**config.mk**
```make
export PLATFORM = sky130hd
export DESIGN_NAME = mvau_inp_replay_buffer
export DESIGN_NICKNAME = d
export VERILOG_FILES = /design/src/rtl/mvau_pkg.sv /design/src/rtl/mvau_inp_buf_mem.sv /design/src/rtl/mvau_inp_replay_buffer.sv
export SDC_FILE = /design/constraint.sdc
export NUM_CORES = 1
export LEC_CHECK = 0
export CELL_PAD_IN_SITES_DETAIL_PLACEMENT = 1
export CELL_PAD_IN_SITES_GLOBAL_PLACEMENT = 1
export CORE_UTILIZATION = 45
export CTS_CLUSTER_DIAMETER = 80
export DETAILED_ROUTE_END_ITERATION = 12
export PLACE_DENSITY_LB_ADDON = 0.15
export REMOVE_ABC_BUFFERS = 1
export SYNTH_ARGS = -nofsm -noshare
export SYNTH_HDL_FRONTEND = slang
export SYNTH_HIERARCHICAL = 1
export SYNTH_SLANG_ARGS = --single-unit
```
**constraint.sdc**
```tcl
create_clock -name clk -period 2.2 [get_ports clk]
set_input_delay 0.44 -clock clk [delete_from_list [all_inputs] [get_ports clk]]
set_output_delay 0.44 -clock clk [all_outputs]
set_load 0.02 [all_outputs]
```
**src/rtl/mvau_pkg.sv**
```systemverilog
// Shared MVAU definitions: replay-buffer state encoding and address-width helper.
package mvau_pkg;

  typedef enum logic {WRITE, READ} inp_buf_state_t;

  // Width of a counter spanning 0..n-1, never narrower than one bit.
  function automatic int clog2_min1(input int n);
    return (n > 1) ? $clog2(n) : 1;
  endfunction

endpackage

```
**src/rtl/mvau_inp_buf_mem.sv**
```systemverilog
// SF x TI activation store: synchronous write port, asynchronous read port.
module mvau_inp_buf_mem #(
  parameter int DEPTH = 8,
  parameter int AW    = 3,
  parameter int W     = 8
) (
  input  logic          clk,
  input  logic          we,
  input  logic [AW-1:0] waddr,
  input  logic [W-1:0]  wdata,
  input  logic [AW-1:0] raddr,
  output logic [W-1:0]  rdata
);

  logic [W-1:0] mem [DEPTH];

  always_ff @(posedge clk) begin
    if (we) mem[waddr] <= wdata;
  end

  assign rdata = mem[raddr];

endmodule

```
**src/rtl/mvau_inp_replay_buffer.sv**
```systemverilog
// Input-activation buffer: forwards one SF-word vector while storing it, then
// replays it NF-1 more times so every PE row-fold sees the same activations.
//
// state | meaning
// WRITE | pass-through of the input stream, each transferred word is stored
// READ  | replay of the stored vector for folds 1..NF-1, input stalled
module mvau_inp_replay_buffer
  import mvau_pkg::*;
#(
  parameter int SIMD    = 2,
  parameter int TSRCI   = 4,
  parameter int MATRIXW = 16,
  parameter int MATRIXH = 8,
  parameter int PE      = 2
) (
  input  logic                   clk,
  input  logic                   rst_n,
  input  logic                   in_v,
  input  logic [SIMD*TSRCI-1:0]  in,
  output logic                   in_rdy,
  output logic                   out_v,
  output logic [SIMD*TSRCI-1:0]  out,
  output logic                   out_last,
  output logic                   out_vec_last,
  input  logic                   out_rdy
);

  localparam int TI       = SIMD * TSRCI;
  localparam int SF       = MATRIXW / SIMD;
  localparam int NF       = MATRIXH / PE;
  localparam int BUF_ADDR = clog2_min1(SF);
  localparam int NF_W     = clog2_min1(NF);

  localparam logic [BUF_ADDR-1:0] SF_LAST = BUF_ADDR'(SF - 1);
  localparam logic [NF_W-1:0]     NF_LAST = NF_W'(NF - 1);

  inp_buf_state_t      state, state_nxt;
  logic [BUF_ADDR-1:0] sf_cnt, sf_nxt;
  logic [NF_W-1:0]     nf_cnt, nf_nxt;
  logic                we;
  logic                adv;
  logic [TI-1:0]       rdata;
  logic                sf_end;
  logic                nf_end;

  assign sf_end = (sf_cnt == SF_LAST);
  assign nf_end = (nf_cnt == NF_LAST);

  mvau_inp_buf_mem #(
    .DEPTH (SF),
    .AW    (BUF_ADDR),
    .W     (TI)
  ) u_mem (
    .clk   (clk),
    .we    (we),
    .waddr (sf_cnt),
    .wdata (in),
    .raddr (sf_cnt),
    .rdata (rdata)
  );

  always_ff @(posedge clk) begin
    if (!rst_n) begin
      state  <= WRITE;
      sf_cnt <= '0;
      nf_cnt <= '0;
    end else begin
      state  <= state_nxt;
      sf_cnt <= sf_nxt;
      nf_cnt <= nf_nxt;
    end
  end

  // Handshake outputs are gated by rst_n so nothing is offered or accepted in reset.
  always_comb begin
    state_nxt = state;
    sf_nxt    = sf_cnt;
    nf_nxt    = nf_cnt;
    in_rdy    = 1'b0;
    out_v     = 1'b0;
    out       = in;
    we        = 1'b0;
    adv       = 1'b0;

    if (rst_n) begin
      unique case (state)
        WRITE: begin
          in_rdy = out_rdy;
          out_v  = in_v;
          out    = in;
          we     = in_v & out_rdy;
          adv    = in_v & out_rdy;
        end
        READ: begin
          out_v = 1'b1;
          out   = rdata;
          adv   = out_rdy;
        end
        default: ;
      endcase
    end

    if (adv) begin
      if (sf_end) begin
        sf_nxt = '0;
        if (state == WRITE) begin
          if (NF > 1) begin
            nf_nxt    = NF_W'(1);
            state_nxt = READ;
          end
        end else if (nf_end) begin
          nf_nxt    = '0;
          state_nxt = WRITE;
        end else begin
          nf_nxt = nf_cnt + NF_W'(1);
        end
      end else begin
        sf_nxt = sf_cnt + BUF_ADDR'(1);
      end
    end
  end

  assign out_last     = out_v & sf_end;
  assign out_vec_last = out_last & nf_end;

endmodule

```
# Word level (Yosys, flattened, before mapping)
# Memory sizes are Yosys's and may differ from the RTL's. A register that Yosys moved wholly into a read port is not among the register bits.
# Index checks and enable logic that the tools add are counted.
# word_totals
register_bits,6
ramBits,64
input_bits,12
out_inout_bits,12
word_cells,32
mem_count,1
# classes
addsub,2
eq_ne,2
n_mux,19
n_bitwise,4
n_reduce_logical,1
# memory_table
name,depth,word_bits,rd,rd_clocked_by_memory_dff,wr,line_no,rtl
u_mem.mem,8,8,1,1,1,mvau_inp_buf_mem.sv:15,logic [W-1:0] mem [DEPTH];
# op_table
operator,n
$pmux 8 s2,1
$mux 1,10
$mux 3,3
$mux 8,1
$mux 2,2
$pmux 1 s2,2
$add 3x1->3 const B,1
$and 1x1->1,3
$eq 3x3->1 const B,1
$add 2x1->2 const B,1
$eq 2x2->1 const B,1
$reduce_and 2->1,1
$not 1->1,1

# Longest topological paths before layout
# logic_depth
depth_word,5
ltp_mapped,6
mapped_depth_nobuf,5

# Modules after synthesis
# The synthesis kept the hierarchy.
# modules_own_cells
module,instances,cells_per_inst,area_per_inst_um2,seq_area_each_um2
mvau_inp_buf_mem,1,106,2531.2,1921.8
mvau_inp_replay_buffer,1,47,442.9,120.1

# Worst setup path before layout
# No wires, ideal clock.
# synth_timing
path_type,flip-flop to output port
from,"reg, netlist name sf_cnt[0]"
to,out out[1]
arrival_time_ns,1.821
required_time_ns,1.760
setup_slack_ns,-0.061
stages_incl_launch_ff,6
path_buffers,2
path_cell_list,dfxtp_1 -> buf_6 -> buf_12 -> mux4_1 -> mux2_2 -> mux2_2
# synth_lines
element,line_no,rtl
end: declaration,mvau_inp_replay_buffer.sv:22,"output logic [SIMD*TSRCI-1:0] out,"

==> flow_summary.json <==
{
  "tritoncts": "done",
  "violated_checks": "setup timing",
  "yosysUniqueCellTypes": 28,
  "worst_ir_drop_vdd_v": 0.0004974,
  "power_w": 0.002519,
  "hold_ws_ns": 0.5130,
  "timing.critical_path.to_type": "primary output",
  "placement.setup.worst_slack_ns": -0.4864,
  "final_clock_period_utilization_by_the_worst_path_pct": 115.0,
  "post_synth.cell_area_avg_um2": 19.44,
  "pin_count": 24,
  "worstPathArrival_ns": 2.09,
  "min_delay_path_depth": 2,
  "core-area_um2": 6350,
  "post_layout_nonfiller_instances": 300,
  "num_rows": 29,
  "maxClockFrequency_mhz": 395.4,
  "via_count": 1652,
  "gpl.final_weighted_congestion": 0.7815,
  "final-max-slew-violation-count": 0,
  "cellLeakagePower_nw": 1.356,
  "critPathMaxFanout": 8,
  "antenna_cells_inserted": 0,
  "worst_pin_slew_ns": 0.2543,
  "layout_commonest_cell": "edfxtp_1",
  "cts.sink_count": 70,
  "buffer_ports.inserted": 23,
  "ant_nets_after_route": 0,
  "wl_per_cell_um": 21.20,
  "grt_pass1_wl_um": 10060,
  "floorplan.die_area_um2": 6938,
  "layout-area-overhead-vs-synth_pct": 26.17,
  "numCtsBuffers": 9,
  "clock_tree.root_cell": "clkbuf_8",
  "post_synth_instance_area_um2": 2974,
  "timing_worst_setup_path_type": "flip-flop to primary output",
  "grt_max_degree": 21,
  "dp_cells": 283,
  "fin_area_um2": 3752,
  "synth_seq_cells": 70,
  "crit_path_frequent_cell": "mux2_2",
  "slowest_stage": "mux4_1",
  "global_route.usage.total_pct": 20.05,
  "detailedRoute.firstPassIterationCount": 4,
  "worst_hold_check_path_type": "flip-flop to flip-flop",
  "syn_inst": 153,
  "drive_above_1_share_pct": 43.50,
  "placed_cell_area_um2": 3562,
  "floorplan.die.height_um": 83.30,
  "critical-path-top-delay-family": "multiplexers",
  "worst_slew_margin_rel_pct": 82.99,
  "outcome": "complete, but fails checks",
  "wl_um": 6360,
  "critical_path.startpoint_type": "flip-flop",
  "cells_on_worst_reg2reg_path": 6,
  "setup_viol_count_final": 8,
  "max_stage_delay_ns": 0.55,
  "floorplan.initialDensity_pct": 46.84,
  "post-dp-hpwl_um": 4207,
  "drt_iter0_markers": 95,
  "maxCapViolCount": 0,
  "insertion_delay_ns": 0.33,
  "r2r_setup_slack_ns": 0.48,
  "clk_pin_slew_ns": 0.07,
  "max-clock-path-buffers": 2,
  "fin_nets": 233,
  "report.final.hold_viol_count": 0,
  "worst-path-buf-inv": 2,
  "post-route-drc-count": 0,
  "period_minus_slack_ns": 2.529,
  "via_count_of_the_first_global_routing_pass": 1777,
  "area.sequential_um2": 2046,
  "layout.cells.most_common_list": "edfxtp_1 (64), buf_4 (33), mux4_2 (14), mux2_4 (11), clkdlybuf4s50_1 (11)",
  "synth_seq_area_share_pct": 68.66,
  "yosysWarningCount": 6,
  "global_route.overflow_total": 0,
  "worst-path-stages": 5,
  "multiInputGateArea_um2": 870.8,
  "rsz0062_at_grt": "yes",
  "cts.htree.levels": 3,
  "final.setup_skew_ns": 0.006922,
  "critPathRequiredTime_ns": 1.76,
  "fill_cells": 583,
  "p_per_area_nw_per_um2": 671.4,
  "cp_cell_sequence": "buf_12, mux4_1, mux2_2, mux2_2, buf_6",
  "setup_ws_ns": -0.3292,
  "routed_via_density": 5.507,
  "die_x_um": 83.30,
  "antenna_found_initial": 0
}
==> metal layers <==
layer / routed length [um] / GRT usage, % / share of wire (%)
met2: 3274 / 33.23 / 51
met1: 2759 / 25.77 / 43
met3: 201 / 3.877 / 3.2
met5: 0 / 0 / 0
met4: 125 / 8.934 / 2.0
==> state kept, by name, summed over array words and instances, names as in the netlist <==
register / cells
nf_cnt: 2
sf_cnt: 3
state: 1
u_mem/mem: 64
==> worst reg2reg max path, stage by stage (launching register included) <==
cell and delay, ns:
dfxtp_1 0.38, buf_4 0.18, nor2_1 0.11, and2_1 0.18, nand2_1 0.14, nor2_1 0.21
buf_4 0.22
==> final timing paths <==
check                         startpoint                   endpoint
setup / recovery  sf_cnt[0]$_SDFFE_PN0P_                     out[3]
hold / removal    nf_cnt[1]$_SDFFE_PN0P_     nf_cnt[1]$_SDFFE_PN0P_
setup reg to reg      state$_SDFFE_PN0P_  u_mem/mem[6][4]$_DFFE_PP_
hold reg to reg   nf_cnt[1]$_SDFFE_PN0P_     nf_cnt[1]$_SDFFE_PN0P_
==> synthesized netlist by cell type, drive strengths merged <==
| cell | count | area [um2] |
|---|---|---|
| edfxtp | 64 | 1922 |
| a21oi | 1 | 5.000 |
| nand4 | 1 | 6.260 |
| nor2 | 10 | 37.54 |
| nor2b | 3 | 18.77 |
| ha | 3 | 37.54 |
| and2 | 3 | 18.77 |
| a21boi | 1 | 7.510 |
| o21ai | 2 | 21.27 |
| o221a | 1 | 11.26 |
| mux2 | 16 | 180.2 |
| o211ai | 1 | 7.510 |
| nor3 | 2 | 10.01 |
| clkbuf | 1 | 3.750 |
| mux2i | 2 | 20.02 |
| mux4 | 16 | 416.7 |
| buf | 6 | 62.55 |
| and3 | 1 | 6.260 |
| nand2 | 9 | 36.29 |
| nand2b | 3 | 18.77 |
| or3 | 1 | 6.260 |
| dfxtp | 6 | 120.1 |
==> through the flow <==
step | setup TNS (ns) | utilization [%]
2_1_floorplan | -2.056 | -
3_3_place_gp | -5.584 | 56.10
3_5_place_dp | -8.884 | 56.10
4_1_cts | -2.799 | 59.15
5_1_grt | -2.875 | 59.09
6_report | -2.401 | 59.09
==> cells by family after synthesis <==
kind of cell,share of synthesized area [%]
buffers and inverters,2.229
DFF,68.66
and+or+nand+nor,5.344
AOI/OAI and AO/OA,1.767
adders and majority gates,1.262
muxes,20.74
==> final cells by class <==
cell class	instances	area share [%]
Timing Repair Buffer	61	15.51
Sequential cell	70	54.52
Clock inverter	5	0.7002
Multi-Input combinational cell	76	23.21
Clock buffer	11	3.501
Tap cell	77	2.568
==> power breakdown <==
group	internal, W	switching, W
Combinational	0.000117	0.0000884
Clock	0.000400	0.000451
Sequential	0.00146	0.00000475
==> what timing repair did <==
action | 4_1_cts | 5_1_grt
cloned | 1 | 0
hold buffers | 0 | 0
setup endpoints to repair | 12 | 15
setup buffers | 1 | 0
gates resized for setup | 74 | 10
pin swaps | 0 | 0
Note: power is estimated with default switching activity, not from simulation.
